File: config.mk
export PLATFORM = sky130hd
export DESIGN_NAME = branch_ctrl_flat
export DESIGN_NICKNAME = d
export VERILOG_FILES = /design/src/rtl/branch_ctrl_if.sv /design/src/rtl/branch_ctrl.sv /design/src/flat_wrapper.sv
export SDC_FILE = /design/constraint.sdc
export NUM_CORES = 1
export LEC_CHECK = 0
export CORE_MARGIN = 5
export CORE_UTILIZATION = 50
export CTS_BUF_LIST = sky130_fd_sc_hd__clkbuf_16
export DETAILED_ROUTE_END_ITERATION = 7
export GPL_ROUTABILITY_DRIVEN = 0
export HOLD_SLACK_MARGIN = 0.02
export MAX_ROUTING_LAYER = met4
export PLACE_DENSITY = 0.87
export SYNTH_ARGS = -nofsm -noshare
export SYNTH_HDL_FRONTEND = slang
export SYNTH_SLANG_ARGS = --single-unit
File: constraint.sdc
create_clock -name clk -period 7.4 [get_ports clk]
set_input_delay 1.48 -clock clk [delete_from_list [all_inputs] [get_ports clk]]
set_output_delay 1.48 -clock clk [all_outputs]
set_load 0.05 [all_outputs]
File: src/rtl/branch_ctrl_if.sv
// Decode-to-branch-controller bundle: instruction handshake and operands in;
// redirect, link, flush, misalign and statistics out.
interface branch_ctrl_if #(
  parameter int XLEN  = 32,
  parameter int CNT_W = 16
);
  logic             in_valid;
  logic             in_ready;
  logic             is_branch;
  logic             is_jal;
  logic             is_jalr;
  logic [2:0]       funct3;
  logic [XLEN-1:0]  pc;
  logic [XLEN-1:0]  imm;
  logic [XLEN-1:0]  rs1_data;
  logic [XLEN-1:0]  rs2_data;
  logic             kill;
  logic             cnt_clr;
  logic             redirect_valid;
  logic [XLEN-1:0]  redirect_pc;
  logic             flush;
  logic             link_valid;
  logic [XLEN-1:0]  link_data;
  logic             misalign_err;
  logic [XLEN-1:0]  err_pc;
  logic [CNT_W-1:0] br_count;
  logic [CNT_W-1:0] taken_count;

  modport master (
    output in_valid, is_branch, is_jal, is_jalr, funct3, pc, imm, rs1_data, rs2_data,
           kill, cnt_clr,
    input  in_ready, redirect_valid, redirect_pc, flush, link_valid, link_data,
           misalign_err, err_pc, br_count, taken_count
  );

  modport slave (
    input  in_valid, is_branch, is_jal, is_jalr, funct3, pc, imm, rs1_data, rs2_data,
           kill, cnt_clr,
    output in_ready, redirect_valid, redirect_pc, flush, link_valid, link_data,
           misalign_err, err_pc, br_count, taken_count
  );
endinterface

File: src/rtl/branch_ctrl.sv
// Branch/jump resolution: outcome one cycle after accept, then redirect + fixed flush.
// One instruction in flight; in_ready is high only in IDLE.
module branch_ctrl #(
  parameter int XLEN         = 32,
  parameter int FLUSH_CYCLES = 2,
  parameter int CNT_W        = 16
) (
  input logic          clk,
  input logic          rst_n,
  branch_ctrl_if.slave bus
);
  localparam int FC_W = (FLUSH_CYCLES > 1) ? $clog2(FLUSH_CYCLES) : 1;

  typedef enum logic [1:0] {IDLE, EVAL, REDIRECT, FLUSH} state_t;
  typedef enum logic [1:0] {CLS_BR, CLS_JAL, CLS_JALR} cls_t;

  state_t          state;
  cls_t            cls_q;
  logic [2:0]      funct3_q;
  logic [XLEN-1:0] pc_q;
  logic [XLEN-1:0] imm_q;
  logic [XLEN-1:0] rs1_q;
  logic [XLEN-1:0] rs2_q;
  logic [FC_W-1:0] flush_cnt;

  logic            accept;
  logic            br_taken;
  logic            taken;
  logic            misal;
  logic [XLEN-1:0] jalr_sum;
  logic [XLEN-1:0] target;

  assign bus.in_ready = (state == IDLE);
  assign accept       = bus.in_valid & bus.in_ready & ~bus.kill;

  always_comb begin
    br_taken = 1'b0;
    case (funct3_q)
      3'b000:  br_taken = (rs1_q == rs2_q);
      3'b001:  br_taken = (rs1_q != rs2_q);
      3'b100:  br_taken = ($signed(rs1_q) <  $signed(rs2_q));
      3'b101:  br_taken = ($signed(rs1_q) >= $signed(rs2_q));
      3'b110:  br_taken = (rs1_q <  rs2_q);
      3'b111:  br_taken = (rs1_q >= rs2_q);
      default: br_taken = 1'b0;
    endcase
  end

  assign taken    = (cls_q != CLS_BR) | br_taken;
  assign jalr_sum = rs1_q + imm_q;
  assign target   = (cls_q == CLS_JALR) ? {jalr_sum[XLEN-1:1], 1'b0} : (pc_q + imm_q);
  assign misal    = |target[1:0];

  always_ff @(posedge clk or negedge rst_n) begin
    if (!rst_n) begin
      state              <= IDLE;
      cls_q              <= CLS_BR;
      funct3_q           <= '0;
      pc_q               <= '0;
      imm_q              <= '0;
      rs1_q              <= '0;
      rs2_q              <= '0;
      flush_cnt          <= '0;
      bus.redirect_valid <= 1'b0;
      bus.redirect_pc    <= '0;
      bus.flush          <= 1'b0;
      bus.link_valid     <= 1'b0;
      bus.link_data      <= '0;
      bus.misalign_err   <= 1'b0;
      bus.err_pc         <= '0;
      bus.br_count       <= '0;
      bus.taken_count    <= '0;
    end else begin
      bus.redirect_valid <= 1'b0;
      bus.link_valid     <= 1'b0;
      bus.misalign_err   <= 1'b0;

      if (bus.kill) begin
        // Abort wins everywhere: pending pulses die and counters are not touched.
        state     <= IDLE;
        bus.flush <= 1'b0;
      end else begin
        case (state)
          IDLE: begin
            if (accept && (bus.is_branch || bus.is_jal || bus.is_jalr)) begin
              if (bus.is_jalr)     cls_q <= CLS_JALR;
              else if (bus.is_jal) cls_q <= CLS_JAL;
              else                 cls_q <= CLS_BR;
              funct3_q <= bus.funct3;
              pc_q     <= bus.pc;
              imm_q    <= bus.imm;
              rs1_q    <= bus.rs1_data;
              rs2_q    <= bus.rs2_data;
              state    <= EVAL;
            end
          end
          EVAL: begin
            if (taken && !misal) begin
              state              <= REDIRECT;
              bus.redirect_valid <= 1'b1;
              bus.redirect_pc    <= target;
              bus.flush          <= 1'b1;
              if (cls_q != CLS_BR) begin
                bus.link_valid <= 1'b1;
                bus.link_data  <= pc_q + XLEN'(4);
              end
            end else begin
              state <= IDLE;
              if (taken) begin
                bus.misalign_err <= 1'b1;
                bus.err_pc       <= pc_q;
              end
            end
            if (cls_q == CLS_BR) begin
              bus.br_count <= bus.br_count + CNT_W'(1);
              if (taken) bus.taken_count <= bus.taken_count + CNT_W'(1);
            end
          end
          REDIRECT: begin
            state     <= FLUSH;
            flush_cnt <= FC_W'(FLUSH_CYCLES - 1);
          end
          FLUSH: begin
            if (flush_cnt == '0) begin
              state     <= IDLE;
              bus.flush <= 1'b0;
            end else begin
              flush_cnt <= flush_cnt - FC_W'(1);
            end
          end
          default: state <= IDLE;
        endcase
      end

      // Clear overrides any increment scheduled above in the same cycle.
      if (bus.cnt_clr) begin
        bus.br_count    <= '0;
        bus.taken_count <= '0;
      end
    end
  end
endmodule

File: src/flat_wrapper.sv
// flat-port wrapper written by rule: the top's interface ports become plain ports
module branch_ctrl_flat 
#(
  parameter int XLEN         = 32,
  parameter int FLUSH_CYCLES = 2,
  parameter int CNT_W        = 16
)
  (clk, rst_n, bus_in_valid, bus_is_branch, bus_is_jal, bus_is_jalr, bus_funct3, bus_pc, bus_imm, bus_rs1_data, bus_rs2_data, bus_kill, bus_cnt_clr, bus_in_ready, bus_redirect_valid, bus_redirect_pc, bus_flush, bus_link_valid, bus_link_data, bus_misalign_err, bus_err_pc, bus_br_count, bus_taken_count);
  branch_ctrl_if #(.XLEN(XLEN), .CNT_W(CNT_W)) bus_i ();
  input logic clk;
  input logic rst_n;
  input wire logic [$bits(bus_i.in_valid)-1:0] bus_in_valid;
  input wire logic [$bits(bus_i.is_branch)-1:0] bus_is_branch;
  input wire logic [$bits(bus_i.is_jal)-1:0] bus_is_jal;
  input wire logic [$bits(bus_i.is_jalr)-1:0] bus_is_jalr;
  input wire logic [$bits(bus_i.funct3)-1:0] bus_funct3;
  input wire logic [$bits(bus_i.pc)-1:0] bus_pc;
  input wire logic [$bits(bus_i.imm)-1:0] bus_imm;
  input wire logic [$bits(bus_i.rs1_data)-1:0] bus_rs1_data;
  input wire logic [$bits(bus_i.rs2_data)-1:0] bus_rs2_data;
  input wire logic [$bits(bus_i.kill)-1:0] bus_kill;
  input wire logic [$bits(bus_i.cnt_clr)-1:0] bus_cnt_clr;
  output wire logic [$bits(bus_i.in_ready)-1:0] bus_in_ready;
  output wire logic [$bits(bus_i.redirect_valid)-1:0] bus_redirect_valid;
  output wire logic [$bits(bus_i.redirect_pc)-1:0] bus_redirect_pc;
  output wire logic [$bits(bus_i.flush)-1:0] bus_flush;
  output wire logic [$bits(bus_i.link_valid)-1:0] bus_link_valid;
  output wire logic [$bits(bus_i.link_data)-1:0] bus_link_data;
  output wire logic [$bits(bus_i.misalign_err)-1:0] bus_misalign_err;
  output wire logic [$bits(bus_i.err_pc)-1:0] bus_err_pc;
  output wire logic [$bits(bus_i.br_count)-1:0] bus_br_count;
  output wire logic [$bits(bus_i.taken_count)-1:0] bus_taken_count;
  assign bus_i.in_valid = bus_in_valid;
  assign bus_i.is_branch = bus_is_branch;
  assign bus_i.is_jal = bus_is_jal;
  assign bus_i.is_jalr = bus_is_jalr;
  assign bus_i.funct3 = bus_funct3;
  assign bus_i.pc = bus_pc;
  assign bus_i.imm = bus_imm;
  assign bus_i.rs1_data = bus_rs1_data;
  assign bus_i.rs2_data = bus_rs2_data;
  assign bus_i.kill = bus_kill;
  assign bus_i.cnt_clr = bus_cnt_clr;
  assign bus_in_ready = bus_i.in_ready;
  assign bus_redirect_valid = bus_i.redirect_valid;
  assign bus_redirect_pc = bus_i.redirect_pc;
  assign bus_flush = bus_i.flush;
  assign bus_link_valid = bus_i.link_valid;
  assign bus_link_data = bus_i.link_data;
  assign bus_misalign_err = bus_i.misalign_err;
  assign bus_err_pc = bus_i.err_pc;
  assign bus_br_count = bus_i.br_count;
  assign bus_taken_count = bus_i.taken_count;
  branch_ctrl #(.XLEN(XLEN), .FLUSH_CYCLES(FLUSH_CYCLES), .CNT_W(CNT_W)) u_core (.clk(clk), .rst_n(rst_n), .bus(bus_i));
endmodule
Word level (Yosys, flattened, before mapping) --
Cells that the tools add are included.
Word-level totals: flip-flop bits (word level) 268, bits of input ports 139, word-level logic and storage cells 106
Operators by class: mux-type cells 35, equal/unequal tests 15, reduce and logical (&&, ||, !) cells 24, add/sub/neg operators 6, order comparisons 4, bitwise operators 5
Operators with widths (number):
- 16-bit 2-to-1 mux | 9
- 32-bit adder | 2
- 32-bit >= comparator | 2
- 32-bit < comparator | 2
- 16-bit by 1-bit adder with 16-bit output, second input constant | 2
- 32-bit by 3-bit adder with 32-bit output, second input constant | 1
- 32-bit == test | 1
- 32-bit 2-to-1 mux | 1
- 32-bit inequality test | 1
- 1-bit 2-to-1 mux | 16
- 3-bit == test, second input constant | 4
- 3-bit AND reduction | 4
- 4-bit AND reduction | 3
- 2-bit 2-to-1 mux | 5
- 2-bit nonzero test | 5
- 2-bit one-hot mux with 4 select lines | 1
- 2-bit == test, second input constant | 3
- 3-bit inequality test, second input constant | 2
- 1-bit one-hot mux with 6 select lines | 1
- 2-bit zero test | 2
- 1-bit one-hot mux with 2 select lines | 2
- 2-bit AND reduction | 2
- 3-bit by 1-bit == test with 1-bit output, second input constant | 1
- 3-bit zero test | 1
- 12 further kinds | 16

Longest topological paths before layout --
word-level depth 8, mapped depth 13, mapped depth without buffers 12

Least setup slack after synthesis --
No wires, ideal clock.
kind input port to flip-flop, from in bus_is_jal, to reg u_core.imm_q[21], setup time 0.125 ns, buffers on the path 3, stages on the path 6, path slack 4.166 ns, data arrival time 3.109 ns, path through o31ai_1 -> nand3b_1 -> clkbuf_1 -> clkbuf_1 -> clkbuf_1 -> mux2_2
Between the ends: longest elaborated chain between the ends 4
RTL lines:
- start, declared | line flat_wrapper.sv:14 | input wire logic [$bits(bus_i.is_jal)-1:0] bus_is_jal;
- 1-bit logical OR (2 in a row) | line branch_ctrl.sv:85 | if (accept && (bus.is_branch || bus.is_jal || bus.is_jalr)) begin
- 1-bit logical AND | line branch_ctrl.sv:85
- 3-bit AND reduction (no line)
- end signal, assigned | line branch_ctrl.sv:91 | imm_q <= bus.imm;
- end, declared | line branch_ctrl.sv:21 | logic [XLEN-1:0] imm_q;
Every way passes these cells. A chain may end at the register's enable or synchronous reset.

Worst setup path after layout --
from reg u_core.rs1_q[31], to reg u_core.bus.err_pc[3] (netlist name)
Between the ends: longest elaborated chain between the ends 6
RTL lines:
- start, declared | line branch_ctrl.sv:22 | logic [XLEN-1:0] rs1_q;
- start signal, assigned | line branch_ctrl.sv:92 | rs1_q <= bus.rs1_data;
- 32-bit >= comparator (tied with other cells) | line branch_ctrl.sv:44 | 3'b111: br_taken = (rs1_q >= rs2_q);
- 1-bit one-hot mux with 6 select lines * | line branch_ctrl.sv:38 | case (funct3_q)
- 1-bit bitwise OR * | line branch_ctrl.sv:49 | assign taken = (cls_q != CLS_BR) | br_taken;
- 1-bit logical AND | line branch_ctrl.sv:98 | if (taken && !misal) begin
- 1-bit inverter (no line)
- 4-bit AND reduction (no line) *
- end signal, assigned | line branch_ctrl.sv:111 | bus.err_pc <= pc_q;
- end, declared | line branch_ctrl_if.sv:40 | misalign_err, err_pc, br_count, taken_count
Every way passes the cells marked *; elsewhere a longest branch is shown, timed or not.

==> impl_metrics.env <==
export IMPL_clk_pin_slew_ns=0.06
export IMPL_fp_row_count=63
export IMPL_synth_edf_count=0
export IMPL_switchingPower_mw=4.83
export IMPL_cp_cell_sequence="ha_1, nand4_1, or4_1, a31oi_2, o211ai_1, nand3_4, nor2_1, a21oi_4, mux2_2"
export IMPL_fin_crit_sh_pct=53.7
export IMPL_r2r_slack_ns=3.43
export IMPL_grt_util_all_layers_pct=24.7
export IMPL_fin_crit_ns=3.97
export IMPL_fin_cells=2136
export IMPL_avgViaCountPerCell=5.78
export IMPL_cts_root_buf="clkbuf_16"
export IMPL_p_per_area_nw_per_um2=534
export IMPL_required_ns=7.85
export IMPL_peakVddDrop_mv=0.412
export IMPL_die_w_um=184
export IMPL_drtIter0Drc=670
export IMPL_dieArea_um2=33800
export IMPL_power_total_mw=10.2
export IMPL_start_util_pct=50.8
export IMPL_first_pass_iters=5
export IMPL_h_tree_depth=1
export IMPL_wl_per_cell_um=19.6
export IMPL_design_area_um2=19200
export IMPL_dpl_cell_area_um2=18200
export IMPL_vias=12343
export IMPL_detail_route_antenna_nets=0
export IMPL_overflow=0
export IMPL_critPathLaunchType="flip-flop"
export IMPL_syn_to_final_growth_pct=26.6
export IMPL_rr_worst_depth=9
export IMPL_maxSlewViolCount=0
export IMPL_drive_above_1_share_pct=13.3
export IMPL_drcViolationCount=0
export IMPL_synth_seq_cells=268
export IMPL_rsz0062_at_grt="false"
export IMPL_status="finished clean"
export IMPL_cp_data_arrival_time_ns=4.43
export IMPL_p_int_mw=5.40
export IMPL_clockBufferDepth=3
export IMPL_syn_nets=1693
export IMPL_die_height_um=184
export IMPL_post_cts_setup_buffers=0
export IMPL_max_stage_delay_ns=0.92
export IMPL_rr_startpoint="u_core.rs1_q[31]"
export IMPL_synth_warnings=0
export IMPL_p_leak_nw=8.35
export IMPL_worst_clock_skew_ns=0.0151
export IMPL_sw_frac_of_total_pct=47.2
export IMPL_max_clock_freq_mhz=252
export IMPL_tightest_slew_ns=1.19
export IMPL_syn_inst=1456
export IMPL_hold_buffers=0
export IMPL_cts_buffers_inserted=30
export IMPL_clock_sinks=268
export IMPL_setup_viol=0
export IMPL_cp_startpoint="u_core.rs1_q[31]"
export IMPL_yosys_cell_types_count=71
export IMPL_hold_viol=0
export IMPL_relSlewSlack_pct=20.2
export IMPL_hold_depth=1
export IMPL_async_flop_share_pct=100
export IMPL_synth_area_um2=15100
export IMPL_grt_max_degree=183
export IMPL_p_seq_share_pct=26.8
export IMPL_dp_cells=2079
export IMPL_synth_seq_area_share_pct=44.3
export IMPL_min_path_type="flip-flop to flip-flop"
export IMPL_cts_repair_resized=0
export IMPL_totalNegativeSetupSlack_ns=0
export IMPL_dominantRegCellSynth="dfrtp_1"
export IMPL_antenna_found_initial=1
export IMPL_pin_count=272
export IMPL_port_buffers=271
export IMPL_endpoint_kind="flip-flop"
export IMPL_grt_pass1_vias=12696
export IMPL_hold_start="u_core.bus.redirect_pc[9]"
export IMPL_hpwl_um=31100
export IMPL_critPathKind="flip-flop to flip-flop"
export IMPL_nNetsFinal=1958
export IMPL_drv_cap=0
export IMPL_drt_wl_total_um=41800
export IMPL_tritoncts="done"
export IMPL_p_clk_share_pct=14.1
export IMPL_core_area_um2=29800
export IMPL_cp_slowest_cell="a21oi_4"
export IMPL_syn_area_per_cell_um2=10.4
export IMPL_grt_pass1_wl_um=65600
export IMPL_hold_end="u_core.bus.redirect_pc[9]"
export IMPL_p_comb_share_pct=59.0
export IMPL_r2r_end="u_core.bus.err_pc[3]"
export IMPL_clk_insertion_delay_late_ns=0.57
export IMPL_crit_path_max_fanout=33
[sequential cells by signal, summed over array words and instances (netlist names)]
name and count:
u_core.bus.br_count 16, u_core.bus.err_pc 32, u_core.bus.flush 1, u_core.bus.link_data 32, u_core.bus.link_valid 1, u_core.bus.misalign_err 1, u_core.bus.redirect_pc 32, u_core.bus.redirect_valid 1
u_core.bus.taken_count 16, u_core.cls_q 2, u_core.flush_cnt 1, u_core.funct3_q 3, u_core.imm_q 32, u_core.pc_q 32, u_core.rs1_q 32, u_core.rs2_q 32
u_core.state 2
[layout by cell type, fill, tap and decap left out, drive strengths merged, types with 30 or more instances in the layout]
cell type,count
o21ai,57
xnor2,39
xor2,49
nand2,89
dfrtp,268
clkdlybuf4s50,270
nand3,39
clkbuf,30
a21oi,107
a21o,31
mux2,175
inv,68
ha,96
nor2,136
[how the worst max path moves through the flow]
stage	end	slack, ns	cells past startpoint
4_1_cts	u_core.bus.err_pc[25]	3.43	9
6_report	u_core.bus.err_pc[3]	3.43	9
5_1_grt	u_core.bus.err_pc[22]	3.19	9
2_1_floorplan	u_core.imm_q[21]	4.17	6
3_5_place_dp	u_core.rs1_q[3]	3.11	5
3_3_place_gp	u_core.imm_q[7]	3.19	5
[kinds of logic after synthesis]
kind of cell | Yosys count | synth area share, %
XOR/XNOR | 88 | 5.09
flip-flops | 268 | 44.3
buffers and inverters | 104 | 2.92
AND/OR/NAND/NOR | 418 | 13.4
adder cells (fa/ha/maj) | 98 | 8.20
multiplexers | 181 | 13.4
AO/OA/AOI/OAI | 299 | 12.6
[final cells by class]
class / count / area, µm²
flip-flops and latches: 268 / 6710
multi-input cells: 1084 / 8000
diodes: 1 / 2.50
clock buffers: 30 / 751
well taps: 390 / 488
fillers: 2284 / 10600
clock inverters: 26 / 201
inverters: 58 / 218
repair buffers: 279 / 2790
[stage by stage]
stage | hold WS, ns | util [%] | setup slack [ns]
6_report | 0.503 | 64.3 | 3.43
5_1_grt | 0.522 | 64.3 | 3.19
4_1_cts | 0.505 | 64.3 | 3.43
3_5_place_dp | 0.473 | 61.1 | 3.11
3_3_place_gp | 0.467 | 61.1 | 3.19
2_1_floorplan | 0.450 | - | 4.17
[layer usage]
metal | up-vias | global-route usage (%) | wire (µm)
met2 | 463 | 41.4 | 20600
li1 | 5773 | - | -
met3 | 113 | 4.71 | 3070
met1 | 5994 | 30.1 | 16400
met4 | 0 | 8.49 | 1640
met5 | - | - | 0
[cell usage after synthesis, drive strengths merged, types with 6 or more instances]
master | n | share of area [%]
and3 | 22 | 0.94
or3 | 10 | 0.41
o21ai | 57 | 1.9
a21o | 31 | 1.5
nand4 | 28 | 1.2
a211oi | 9 | 0.45
o21a | 10 | 0.50
clkbuf | 34 | 0.84
and2 | 7 | 0.29
dfrtp | 268 | 44
buf | 12 | 0.64
nor3 | 27 | 0.97
nor2b | 18 | 0.74
nand3 | 39 | 1.4
nand2 | 89 | 2.2
xor2 | 49 | 2.8
o211ai | 12 | 0.60
mux2 | 175 | 13
nor2 | 136 | 3.4
mux2i | 6 | 0.40
xnor2 | 39 | 2.3
ha | 96 | 7.9
nand2b | 20 | 0.83
a31oi | 20 | 0.87
a21oi | 107 | 3.6
nor4 | 7 | 0.29
inv | 58 | 1.4
[power by group through the flow]
stage / sequential [mW] / combinational, mW / clock [mW]
after detailed placement: 2.76 / 5.96 / 0
after CTS: 2.74 / 6.01 / 1.47
after floorplan: 3.46 / 3.50 / 0
after global placement: 2.73 / 5.73 / 0
final: 2.74 / 6.04 / 1.45
after global routing: 2.82 / 6.57 / 1.53
[worst max-delay path, delay by kind of cell, from the launching register on]
family          cells  cell delay [ns]
compound gates      3             1.49
simple gates        4             1.06
mux                 1             0.44
fa+ha+maj           1             0.38
flops               1             0.44
No activity file was read; power rests on OpenSTA's default activity.
